$ cat src/rtl/mux_defs.sv
// Shared constants and helpers for the registered N:1 mux family.
package mux_defs;

  localparam logic MODO_FIJO = 1'b0;
  localparam logic MODO_RR   = 1'b1;

  // Bits needed to encode v distinct values (v >= 2).
  function automatic int unsigned clog2(input int unsigned v);
    int unsigned r;
    r = 0;
    for (int unsigned i = 0; i < 32; i++)
      if ((64'd1 << i) < 64'(v)) r = i + 1;
    return r;
  endfunction

endpackage

$ cat src/rtl/rr_arbiter_n.sv
// Combinational rotating-priority arbiter: first request at or after ptr wins.
module rr_arbiter_n #(
  parameter int unsigned NIN  = 4,
  parameter int unsigned SELW = 2
) (
  input  logic [NIN-1:0]  req,
  input  logic [SELW-1:0] ptr,
  input  logic            en,
  output logic [NIN-1:0]  gnt,
  output logic [SELW-1:0] idx,
  output logic            any_grant
);

  always_comb begin
    int unsigned c;
    logic [SELW-1:0] ci;
    gnt       = '0;
    idx       = '0;
    any_grant = 1'b0;
    c         = 0;
    ci        = '0;
    for (int unsigned k = 0; k < NIN; k++) begin
      c = 32'(ptr) + k;
      if (c >= NIN) c = c - NIN;
      ci = SELW'(c);
      if (en && !any_grant && req[ci]) begin
        any_grant = 1'b1;
        gnt[ci]   = 1'b1;
        idx       = ci;
      end
    end
  end

endmodule

$ cat src/rtl/mux_nin_1out_reg.sv
// Registered N:1 mux with valid/ready per channel, fixed-select or round-robin.
// Optional registered even-parity output when MUX_PARIDAD_EN is defined.
module mux_nin_1out_reg
  import mux_defs::*;
#(
  parameter int unsigned DB   = 32,
  parameter int unsigned NIN  = 4,
  parameter int unsigned SELW = clog2(NIN)
) (
  input  logic              clk,
  input  logic              reset_n,
  input  logic [NIN*DB-1:0] datos_in,
  input  logic [NIN-1:0]    valid_in,
  output logic [NIN-1:0]    ready_in,
  input  logic [SELW-1:0]   sel,
  input  logic              modo,
  output logic [DB-1:0]     salida,
  output logic [SELW-1:0]   canal_out,
  output logic              valid_out,
  input  logic              ready_out
`ifdef MUX_PARIDAD_EN
  ,
  output logic              paridad_out
`endif
);

  logic            en;
  logic            sel_ok;
  logic [NIN-1:0]  req;
  logic [NIN-1:0]  gnt;
  logic [SELW-1:0] g_idx;
  logic            any_g;
  logic [SELW-1:0] ptr;
  logic [DB-1:0]   dato_g;

  assign en     = !valid_out || ready_out;
  assign sel_ok = 32'(sel) < NIN;

  // Fixed mode reuses the arbiter by presenting at most one request.
  always_comb begin
    req = '0;
    if (modo == MODO_RR) begin
      req = valid_in;
    end else begin
      for (int unsigned i = 0; i < NIN; i++)
        req[i] = valid_in[i] && sel_ok && (sel == SELW'(i));
    end
  end

  rr_arbiter_n #(
    .NIN  (NIN),
    .SELW (SELW)
  ) u_arb (
    .req       (req),
    .ptr       (ptr),
    .en        (en && reset_n),
    .gnt       (gnt),
    .idx       (g_idx),
    .any_grant (any_g)
  );

  assign ready_in = gnt;

  always_comb begin
    dato_g = '0;
    for (int unsigned i = 0; i < NIN; i++)
      if (gnt[i]) dato_g = datos_in[i*DB +: DB];
  end

  always_ff @(posedge clk or negedge reset_n) begin
    if (!reset_n) begin
      salida    <= '0;
      canal_out <= '0;
      valid_out <= 1'b0;
      ptr       <= '0;
    end else if (any_g) begin
      salida    <= dato_g;
      canal_out <= g_idx;
      valid_out <= 1'b1;
      if (modo == MODO_RR)
        ptr <= (g_idx == SELW'(NIN - 1)) ? '0 : g_idx + 1'b1;
    end else if (ready_out) begin
      valid_out <= 1'b0;
    end
  end

`ifdef MUX_PARIDAD_EN
  always_ff @(posedge clk or negedge reset_n) begin
    if (!reset_n)   paridad_out <= 1'b0;
    else if (any_g) paridad_out <= ^dato_g;
  end
`endif

endmodule

$ cat config.mk
export PLATFORM = sky130hd
export DESIGN_NAME = mux_nin_1out_reg
export DESIGN_NICKNAME = d
export VERILOG_FILES = /design/src/rtl/mux_defs.sv /design/src/rtl/rr_arbiter_n.sv /design/src/rtl/mux_nin_1out_reg.sv
export SDC_FILE = /design/constraint.sdc
export NUM_CORES = 1
export LEC_CHECK = 0
export CORE_MARGIN = 1
export CORE_UTILIZATION = 40
export CTS_CLUSTER_DIAMETER = 100
export DETAILED_ROUTE_END_ITERATION = 10
export PLACE_DENSITY = 0.91
export SETUP_SLACK_MARGIN = 0.3
export SLEW_MARGIN = 0
export SYNTH_ARGS = -nofsm -noshare
export SYNTH_HDL_FRONTEND = slang
export SYNTH_SLANG_ARGS = --single-unit
$ cat constraint.sdc
create_clock -name clk -period 6.4 [get_ports clk]
set_clock_uncertainty 0.05 [all_clocks]
set_input_delay 1.92 -clock clk [delete_from_list [all_inputs] [get_ports clk]]
set_output_delay 1.92 -clock clk [all_outputs]
set_load 0.03 [all_outputs]
# Word level (Yosys, flattened, before mapping)
# Cells that the tools add are included.
[totals]
register_bits = 37
memories = 0
latchBits = 0
output_inout_bits = 39
ram_bits = 0
romBits = 0
[classes]
order_cmp = 12
n_eq_ne = 4
n_addsub = 8
muxes = 40
n_shift = 0
div = 0
multipliers = 0
bitwise_logic = 3
n_reduce_logical = 24
[op_table]
columns = ["op", "n"]
rows = [
  ["$mux 32", 4],
  ["$mux 4", 5],
  ["$mux 2", 9],
  ["$logic_and 1x1->1", 16],
  ["$mux 1", 14],
  ["$lt 2x3->1 const B", 4],
  ["$or 4x4->4", 3],
  ["$ge 3x3->1 const B", 3],
  ["$bmux 1 s2", 4],
  ["$demux 1 s2", 4],
  ["$ge 2x1->1 const B", 4],
  ["$sub 2x1->2 const B", 4],
  ["$add 2x2->3 const B", 2],
  ["$eq 2x2->1 const B", 3],
  ["$logic_not 1->1", 4],
  ["$add 2x1->3 const B", 1],
  ["$ge 2x3->1 const B", 1],
  ["$add 2x1->2 const B", 1],
  ["$eq 2x1->1 const B", 1],
  ["$logic_not 2->1", 1],
  ["$reduce_and 2->1", 1],
  ["$reduce_bool 2->1", 1],
  ["$logic_or 1x1->1", 1],
]

# Longest topological paths before layout
# Gate-level depths: netlist of run 1.
[depth]
ltp_word = 23
depth_mapped = 14

# By module
# Synthesis of run 1 repeated with hierarchy kept, for this count alone.
[unflattened]
cells_unflattened = 343
area_unflattened_um2 = 2912.8
[modules_own_cells]
columns = ["module", "cells_each", "seq_area_each_um2", "instances", "area_per_inst_um2"]
rows = [
  ["mux_nin_1out_reg", 277, 925.9, 1, 2338.5],
  ["rr_arbiter_n", 66, 0.0, 1, 574.3],
]

# Worst setup path before layout of run 1
# Ideal clock, no wire load.
[synth_path]
kind = "in2out"
start = "in sel[1]"
end = "out ready_in[1]"
required_ns = 4.430
path_stages = 8
arrival_time_ns = 3.902
slack_ns = 0.528
path_cell_list = "nor4bb_1 a211oi_1 a2111oi_2 a41oi_2 and3_1 buf_6 buf_6 inv_1"
[synth_between]
elab_chain_cells = 19
[synth_lines]
columns = ["element", "line", "source"]
rows = [
  ["from (decl)", "mux_nin_1out_reg.sv:15", "input logic [SELW-1:0] sel,"],
  ["$eq 2x1->1 (tied with other cells)", "mux_nin_1out_reg.sv:46", "req[i] = valid_in[i] && sel_ok && (sel == SELW'(i));"],
  ["$logic_and 1x1->1", "mux_nin_1out_reg.sv:46", ""],
  ["$mux 4 (*)", "mux_nin_1out_reg.sv:42", "if (modo == MODO_RR) begin"],
  ["$bmux 1 s2", "rr_arbiter_n.sv:26", "if (en && !any_grant && req[ci]) begin"],
  ["$mux 1 (implied by the code)", "rr_arbiter_n.sv:26", ""],
  ["$logic_and 1x1->1", "rr_arbiter_n.sv:26", ""],
  ["$mux 1", "rr_arbiter_n.sv:26", ""],
  ["$logic_not 1->1", "rr_arbiter_n.sv:26", ""],
  ["$logic_and 1x1->1 (2 in a row)", "rr_arbiter_n.sv:26", ""],
  ["$mux 1", "rr_arbiter_n.sv:26", ""],
  ["$logic_not 1->1", "rr_arbiter_n.sv:26", ""],
  ["$logic_and 1x1->1 (2 in a row)", "rr_arbiter_n.sv:26", ""],
  ["$mux 1", "rr_arbiter_n.sv:26", ""],
  ["$logic_not 1->1", "rr_arbiter_n.sv:26", ""],
  ["$logic_and 1x1->1 (2 in a row)", "rr_arbiter_n.sv:26", ""],
  ["$mux 4 (*)", "rr_arbiter_n.sv:26", ""],
  ["to (decl)", "mux_nin_1out_reg.sv:14", "output logic [NIN-1:0] ready_in,"],
]
# Mark *: on every way between the ends. The rest lies on a longest branch, timed or not. The select of a mux whose other input is x is not followed.

# Worst setup path after layout of run 1
[layout_path]
start = "in sel[0]"
end = "out ready_in[1]"
# The elaborated chain is that of the path after synthesis.

==> results of run 1 <==
## sequential cells by signal, summed over array words and instances (netlist names), named ones only
signal / count
canal_out: 2
ptr: 1
salida: 32
valid_out: 1
## cell usage after synthesis (3+ instances only)
| cell | count | area share, % |
|---|---|---|
| nand4_1 | 3 | 0.57 |
| a211oi_1 | 4 | 0.91 |
| buf_2 | 4 | 0.61 |
| buf_6 | 10 | 3.4 |
| nand2_1 | 5 | 0.57 |
| ha_1 | 6 | 2.3 |
| nor2_1 | 3 | 0.34 |
| a211o_1 | 3 | 0.80 |
| a31oi_1 | 55 | 10 |
| clkbuf_1 | 16 | 1.8 |
| a21oi_1 | 4 | 0.61 |
| a2111oi_2 | 3 | 1.4 |
| buf_4 | 3 | 0.68 |
| o22ai_1 | 32 | 6.1 |
| o21ai_0 | 4 | 0.61 |
| a221oi_2 | 30 | 14 |
| dfrtp_1 | 37 | 28 |
| nand3_1 | 7 | 1.1 |
| o2111ai_1 | 3 | 0.80 |
| and4b_1 | 3 | 0.91 |
| a31oi_4 | 10 | 6.4 |
| inv_1 | 71 | 8.1 |
| and2_1 | 3 | 0.57 |
## area by class of cell
cell class	count	area share (%)
Sequential cell	37	17.4
Tap cell	102	2.40
Timing Repair Buffer	195	35.8
Inverter	72	5.08
Clock inverter	2	0.259
Clock buffer	6	1.55
Multi-Input combinational cell	208	37.5
## stage by stage
| step | utilization [%] | area, µm² | cells | power (mW) |
|---|---|---|---|---|
| 2_1_floorplan | - | 3300 | 351 | 1.37 |
| 3_3_place_gp | 65.3 | 5120 | 611 | 1.83 |
| 3_5_place_dp | 65.3 | 5120 | 611 | 1.86 |
| 4_1_cts | 67.3 | 5280 | 621 | 2.07 |
| 5_1_grt | 67.8 | 5320 | 622 | 2.18 |
| 6_report | 67.8 | 5320 | 622 | 2.08 |
## cells by family (layout without fill, tap and decap cells)
group / after synthesis / count (layout) / share of synthesized area (%)
flops: 37 / 37 / 28.1
buf+inv: 106 / 275 / 15.3
xor+xnor: 1 / 1 / 0.265
mux: 4 / 4 / 1.59
compound gates: 160 / 160 / 45.3
simple gates: 37 / 37 / 7.16
fa+ha+maj: 6 / 6 / 2.27
## worst paths after layout
kind / endpoint / slack [ns]
max: ready_in[1] / 0.40
max reg2reg: salida[15]$_DFFE_PN0P_ / 2.37
min: canal_out[0]$_DFFE_PN0P_ / 0.45
min in group asynchronous: valid_out$_DFFE_PN0P_ / 1.40
min reg2reg: canal_out[0]$_DFFE_PN0P_ / 0.45
max in group asynchronous: salida[24]$_DFFE_PN0P_ / 4.21
## worst max-delay path: cells and delay by family
kind / cells / cell delay, ns
AOI/OAI and AO/OA: 3 / 1.13
buffers and inverters: 3 / 0.53
and+or+nand+nor: 2 / 0.46
## power by group
group / switching (mW) / total (mW) / leakage [nW] / internal [mW]
Clock: 0.0867 / 0.174 / 0.0512 / 0.0873
Combinational: 0.846 / 1.46 / 1.75 / 0.618
Sequential: 0.0911 / 0.444 / 0.440 / 0.353
## layer usage
layer / global-route usage (%) / vias up
met3: 6.57 / 32
met1: 32.5 / 1779
li1: - / 1692
met2: 47.0 / 241
met4: 11.2 / 0
met5: 0 / -
## what timing repair did
action | CTS | global route
pin swaps | 3 | 6
endpoints found under the setup margin | 3 | 4
buffers inserted | 2 | 1
hold buffers | 0 | 0
gates resized for setup | 11 | 9
==> results by group, run 1 <==
Timing
  – RSZ-0062 raised after global routing: no
  – Worst setup margin: 0.396 ns
  – Final period utilization: 93.8%
  – Rel. slew slack: 52.3%
  – Actual slew at the worst max-slew pin: 0.716 ns
  – Final hold viol count: 0
  – Fin Setup TNS: 0 ns
  – Fin. max-slew vios: 0
  – Shortest period the worst path allows: 6.00 ns
  – Hold Worst Slack: 0.448 ns
  – Final setup vio count: 0
  – Max frequency: 167 MHz

Route
  – Wire length on met1: 4.57 mm
  – 1st-iter DRT viols: 171
  – Vias per cell: 6.02
  – Antenna Nets Post-Route: 0
  – Via Count: 3744
  – Drc violations: 0
  – Final wirelength: 12.2 mm
  – DR top layer: met4
  – DR WL met2: 5.96 mm
  – DRT Pass-1 Iters: 5
  – Met3 WL: 1.31 mm
  – Drt wl/cell: 19.6 µm

Logic synthesis
  – Gate Count Post-Synth: 351
  – Synth Flop Type: dfrtp_1
  – Library cells used by synthesis: 46
  – Synth Register Bits: 37
  – Net Count, Synth: 495
  – Mapped Area: 3300 µm²
  – Async SR Flop Fraction: 100%
  – Ys Warns: 0
  – EDFF count, synth: 0
  – Synth Area per Inst: 9.40 µm²
  – Register area share after synthesis: 28.1%

Clocking
  – Clock Sinks: 37
  – Root Driver: clkbuf_8
  – Clk_lat worst skew: 0.28 ns
  – H-tree levels: 2
  – CTS Buffer Depth: 2
  – Clock tree from TritonCTS: yes
  – Worst-path clk slew: 0.07 ns
  – Total CTS buffers: 5

Die
  – Die X: 92.8 µm
  – Core area: 7850 µm²
  – I/O pins: 177
  – Chip height: 92.8 µm
  – Die area: 8620 µm²
  – Row cnt: 32
  – Initial core utilization: 42.1%

Layout
  – Storage element area: 926 µm²
  – Antenna cells: 0
  – Commonest non-fill, non-tap cell in the layout: clkdlybuf4s50_1
  – Commonest non-fill, non-tap cells in the layout: 164 x clkdlybuf4s50_1, 71 x inv_1, 54 x a31oi_1, 37 x dfrtp_1, 32 x o22ai_1
  – Multi-input logic area: 1990 µm²
  – Fillers: 632
  – Share of cells above drive strength 1: 18.1%
  – Final net count: 663
  – Layout area overhead: 61.1%

Worst setup path
  – Crit path max fanout: 8
  – Crit path capture type: output port
  – Max stage delay on crit path: 0.48 ns
  – CP Class: in -> out
  – CP Cell Sequence: dlygate4sd2_1, and4b_1, a2111o_1, a211o_1, a41oi_4, and3_4, inv_1, buf_4
  – Worst EP required: 4.43 ns
  – Startpoint types: input port
  – Crit-path slowest cell: a2111o_1
  – R2R cell count: 11
  – Worst endpoint data arrival time: 4.03 ns
  – Worst setup path start: sel[0]

Power
  – Cell Pwr Density: 392 nW/µm²
  – Worst IR Drop VDD: 0.249 mV
  – Pleak: 2.24 nW

GRT
  – Overflow after GRT: 0
  – First-pass GRT wire length: 18.4 mm
  – Largest net degree at the start of global routing: 36
  – Via count of the first global-routing pass: 3710
  – Gr usage total: 27.3%
  – Antenna violations before repair: 0

Job
  – Max-Cap Viols: 0

Placed design
  – RePlAce Congestion: 0.892
  – Post-DP HPWL: 8.58 mm
  – Port Buffers: 176
  – Pre-CTS setup slack: 0.127 ns

Hold path
  – Hold_sp: canal_out[0]$_DFFE_PN0P_
  – Hold depth: 1
  – Worst hold-check path type: reg -> reg

Outcome
  – Status: completed
Power figures use the tool's default switching activity.
==> run 2, diff against run 1 <==
--- a/config.mk
+++ b/config.mk
@@ -11,7 +11,6 @@
 export DETAILED_ROUTE_END_ITERATION = 10
 export PLACE_DENSITY = 0.91
 export SETUP_SLACK_MARGIN = 0.3
-export SLEW_MARGIN = 0
 export SYNTH_ARGS = -nofsm -noshare
 export SYNTH_HDL_FRONTEND = slang
 export SYNTH_SLANG_ARGS = --single-unit
==> constraint.sdc (replaced) <==
create_clock -name clk -period 5.64 [get_ports clk]
set_clock_uncertainty 0.05 [all_clocks]
set_input_delay 1.692 -clock clk [delete_from_list [all_inputs] [get_ports clk]]
set_output_delay 1.692 -clock clk [all_outputs]
set_load 0.03 [all_outputs]
==> run 2 against run 1 <==
Register-to-register slack worse by 0.68 ns. Global-route usage rose by 1.4 points. Worst hold slack worse by 0.0048 ns. Die area unchanged. Largest cell class unchanged.
==> results by group, run 2 (synthesized netlist as in run 1, its figures left out) <==
Route
  – Drt wl/cell: 19.9 µm (+1.9%)
  – DRT Pass-1 Iters: 4 (-1)
  – Final wirelength: 12.6 mm (+3.5%)
  – Vias per cell: 6.02 (about the same)
  – Via Count: 3802 (+1.5%)
  – Antenna Nets Post-Route: 0 (unchanged)
  – 1st-iter DRT viols: 178 (+4.1%)
  – Drc violations: 0 (unchanged)

Timing
  – RSZ-0062 raised after global routing: yes
  – Fin. max-slew vios: 0 (unchanged)
  – Final setup vio count: 0 (unchanged)
  – Shortest period the worst path allows: 5.28 ns
  – Final hold viol count: 0 (unchanged)
  – Max frequency: 189 MHz
  – Final period utilization: 93.6%
  – Actual slew at the worst max-slew pin: 0.752 ns (+0.0364 ns)
  – Rel. slew slack: 49.9% (-2.4 points)

Layout
  – Fillers: 588 (-7.0%)
  – Post-layout util: 69.5% (+1.8 points)
  – Fin area: 5460 µm² (+2.6%)
  – Max reg flops: 32 (unchanged)
  – Final net count: 673 (+1.5%)
  – Largest regs: salida x32, canal_out x2
  – Commonest non-fill, non-tap cell in the layout: clkdlybuf4s50_1
  – Layout area overhead: 65.3%
  – Commonest non-fill, non-tap cells in the layout: 164 x clkdlybuf4s50_1, 70 x inv_1, 54 x a31oi_1, 37 x dfrtp_1, 32 x o22ai_1
  – Antenna cells: 0 (unchanged)
  – Largest Register: salida
  – Share of cells above drive strength 1: 21.5% (+3.4 points)

GRT
  – Overflow after GRT: 0 (unchanged)
  – First-pass GRT wire length: 19.5 mm (+5.9%)
  – Via count of the first global-routing pass: 3967 (+6.9%)
  – Global-route met3 utilization: 5.67% (-0.90 points)
  – Antenna violations before repair: 0 (unchanged)
  – Largest net degree at the start of global routing: 35 (-2.8%)
  – GRT Max-Usage Layer: met2
  – Gr usage total: 28.7% (+1.4 points)
  – Met2 Use GR: 52.3% (+5.3 points)
  – Met1 global-route usage: 32.7% (+0.20 points)

Die
  – Die area: 8620 µm² (unchanged)
  – Row cnt: 32 (unchanged)
  – Die X: 92.8 µm (unchanged)
  – Core area: 7850 µm² (unchanged)
  – Initial core utilization: 42.1% (unchanged)
  – I/O pins: 177 (unchanged)
  – Chip height: 92.8 µm (unchanged)

Worst setup path
  – CP Class: in -> out
  – Worst EP required: 3.90 ns (-0.53 ns)
  – Crit path capture type: output port
  – CP Cell Sequence: buf_6, mux2_4, a2111o_1, a211o_1, a41oi_4, and3_4, inv_2, buf_6
  – Worst endpoint data arrival time: 3.54 ns (-0.49 ns)
  – Crit path max fanout: 4 (-4)
  – Startpoint types: input port
  – CP dominant cell by count: buf_6
  – Crit-path slowest cell: a2111o_1
  – Max stage delay on crit path: 0.53 ns (+0.05 ns)

Power
  – Clock group share of total power: 9.9% (+1.5 points)
  – Cell Pwr Density: 455 nW/µm² (+16%)
  – Pleak: 2.28 nW (+1.7%)
  – Worst IR Drop VDD: 0.396 mV (+59%)
  – Psw: 1.20 mW (+17%)
  – Sw Ratio: 48.2% (-0.98 points)
  – Sequential share of power: 20.4% (-0.9 points)
  – Pint: 1.29 mW (+22%)
  – Logic pwr share: 69.8% (-0.5 points)

Clocking
  – Total CTS buffers: 5 (unchanged)
  – Clock Sinks: 37 (unchanged)
  – CTS Buffer Depth: 2 (unchanged)
  – Worst-path clk slew: 0.08 ns (about the same)
  – Hold-fix buffers, CTS: 0 (unchanged)
  – H-tree levels: 2 (unchanged)
  – Root Driver: clkbuf_8
  – Clk_lat worst skew: 0.29 ns (about the same)
  – Clock tree from TritonCTS: yes

Hold path
  – Worst hold-check path type: reg -> reg

Placed design
  – Port Buffers: 176 (unchanged)
  – RePlAce Congestion: 0.909 (+1.9%)
  – DP Area: 5210 µm² (+1.7%)
  – Post-DP HPWL: 8.88 mm (+3.6%)

Job
  – Max-Cap Viols: 0 (unchanged)

Outcome
  – Status: completed
[run 2: final timing paths]
path	slack, ns	cells after the start	to	startpoint
worst max-delay path	0.36	8	ready_in[1]	valid_in[2]
worst min-delay path	0.44	1	canal_out[0]$_DFFE_PN0P_	canal_out[0]$_DFFE_PN0P_
worst max register to register	1.69	12	salida[26]$_DFFE_PN0P_	flop
worst min register to register	0.44	1	canal_out[0]$_DFFE_PN0P_	canal_out[0]$_DFFE_PN0P_
max in group asynchronous	3.65	2	salida[25]$_DFFE_PN0P_	reset_n
min in group asynchronous	1.19	1	salida[15]$_DFFE_PN0P_	reset_n
[run 2: layer usage]
| metal | wire (µm) | up-vias |
|---|---|---|
| met5 | 0 | - |
| met4 | 376 | 0 |
| met2 | 6230 | 233 |
| li1 | - | 1718 |
| met3 | 1130 | 42 |
| met1 | 4860 | 1809 |
[run 2: timing repair]
item,in CTS,in global routing
buffers inserted,4,0
pin swaps,10,8
resized for setup,36,18
endpoints found under the setup margin,4,4
cloned,0,0
[run 2: through the flow]
stage               hold WS (ns)  total power, mW  std cells  worst slack [ns]  TNS, ns
floorplan                  0.555             1.57        351             0.301        0
global placement           0.418             2.12        620           -0.0734   -0.179
detailed placement         0.421             2.15        620            -0.159   -0.453
CTS                        0.448             2.46        632             0.305        0
global route               0.480             2.60        632             0.279        0
finish                     0.443             2.48        632             0.363        0
[run 2: layout make-up]
type	instances	area, µm²	area share (%)
Multi-Input combinational cell	208	2040	37.3
Timing Repair Buffer	205	1980	36.3
Sequential cell	37	926	17.0
Inverter	72	270	4.95
Tap cell	102	128	2.34
Clock buffer	7	86.3	1.58
Clock inverter	1	30.0	0.550
[run 2: power groups by stage]
stage                     logic (mW)  registers [mW]  clock network, mW
after CTS                       1.71           0.502              0.250
after detailed placement        1.65           0.502                  0
after global routing            1.83           0.518              0.259
final                           1.73           0.505              0.245
after global placement          1.62           0.501                  0
after floorplan                0.840           0.728                  0
[run 2: worst max-delay path, delay by kind of cell]
kind,cells,cell delay (ns)
AOI/OAI and AO/OA,3,1.07
buffers and inverters,3,0.27
muxes,1,0.27
and+or+nand+nor,1,0.23
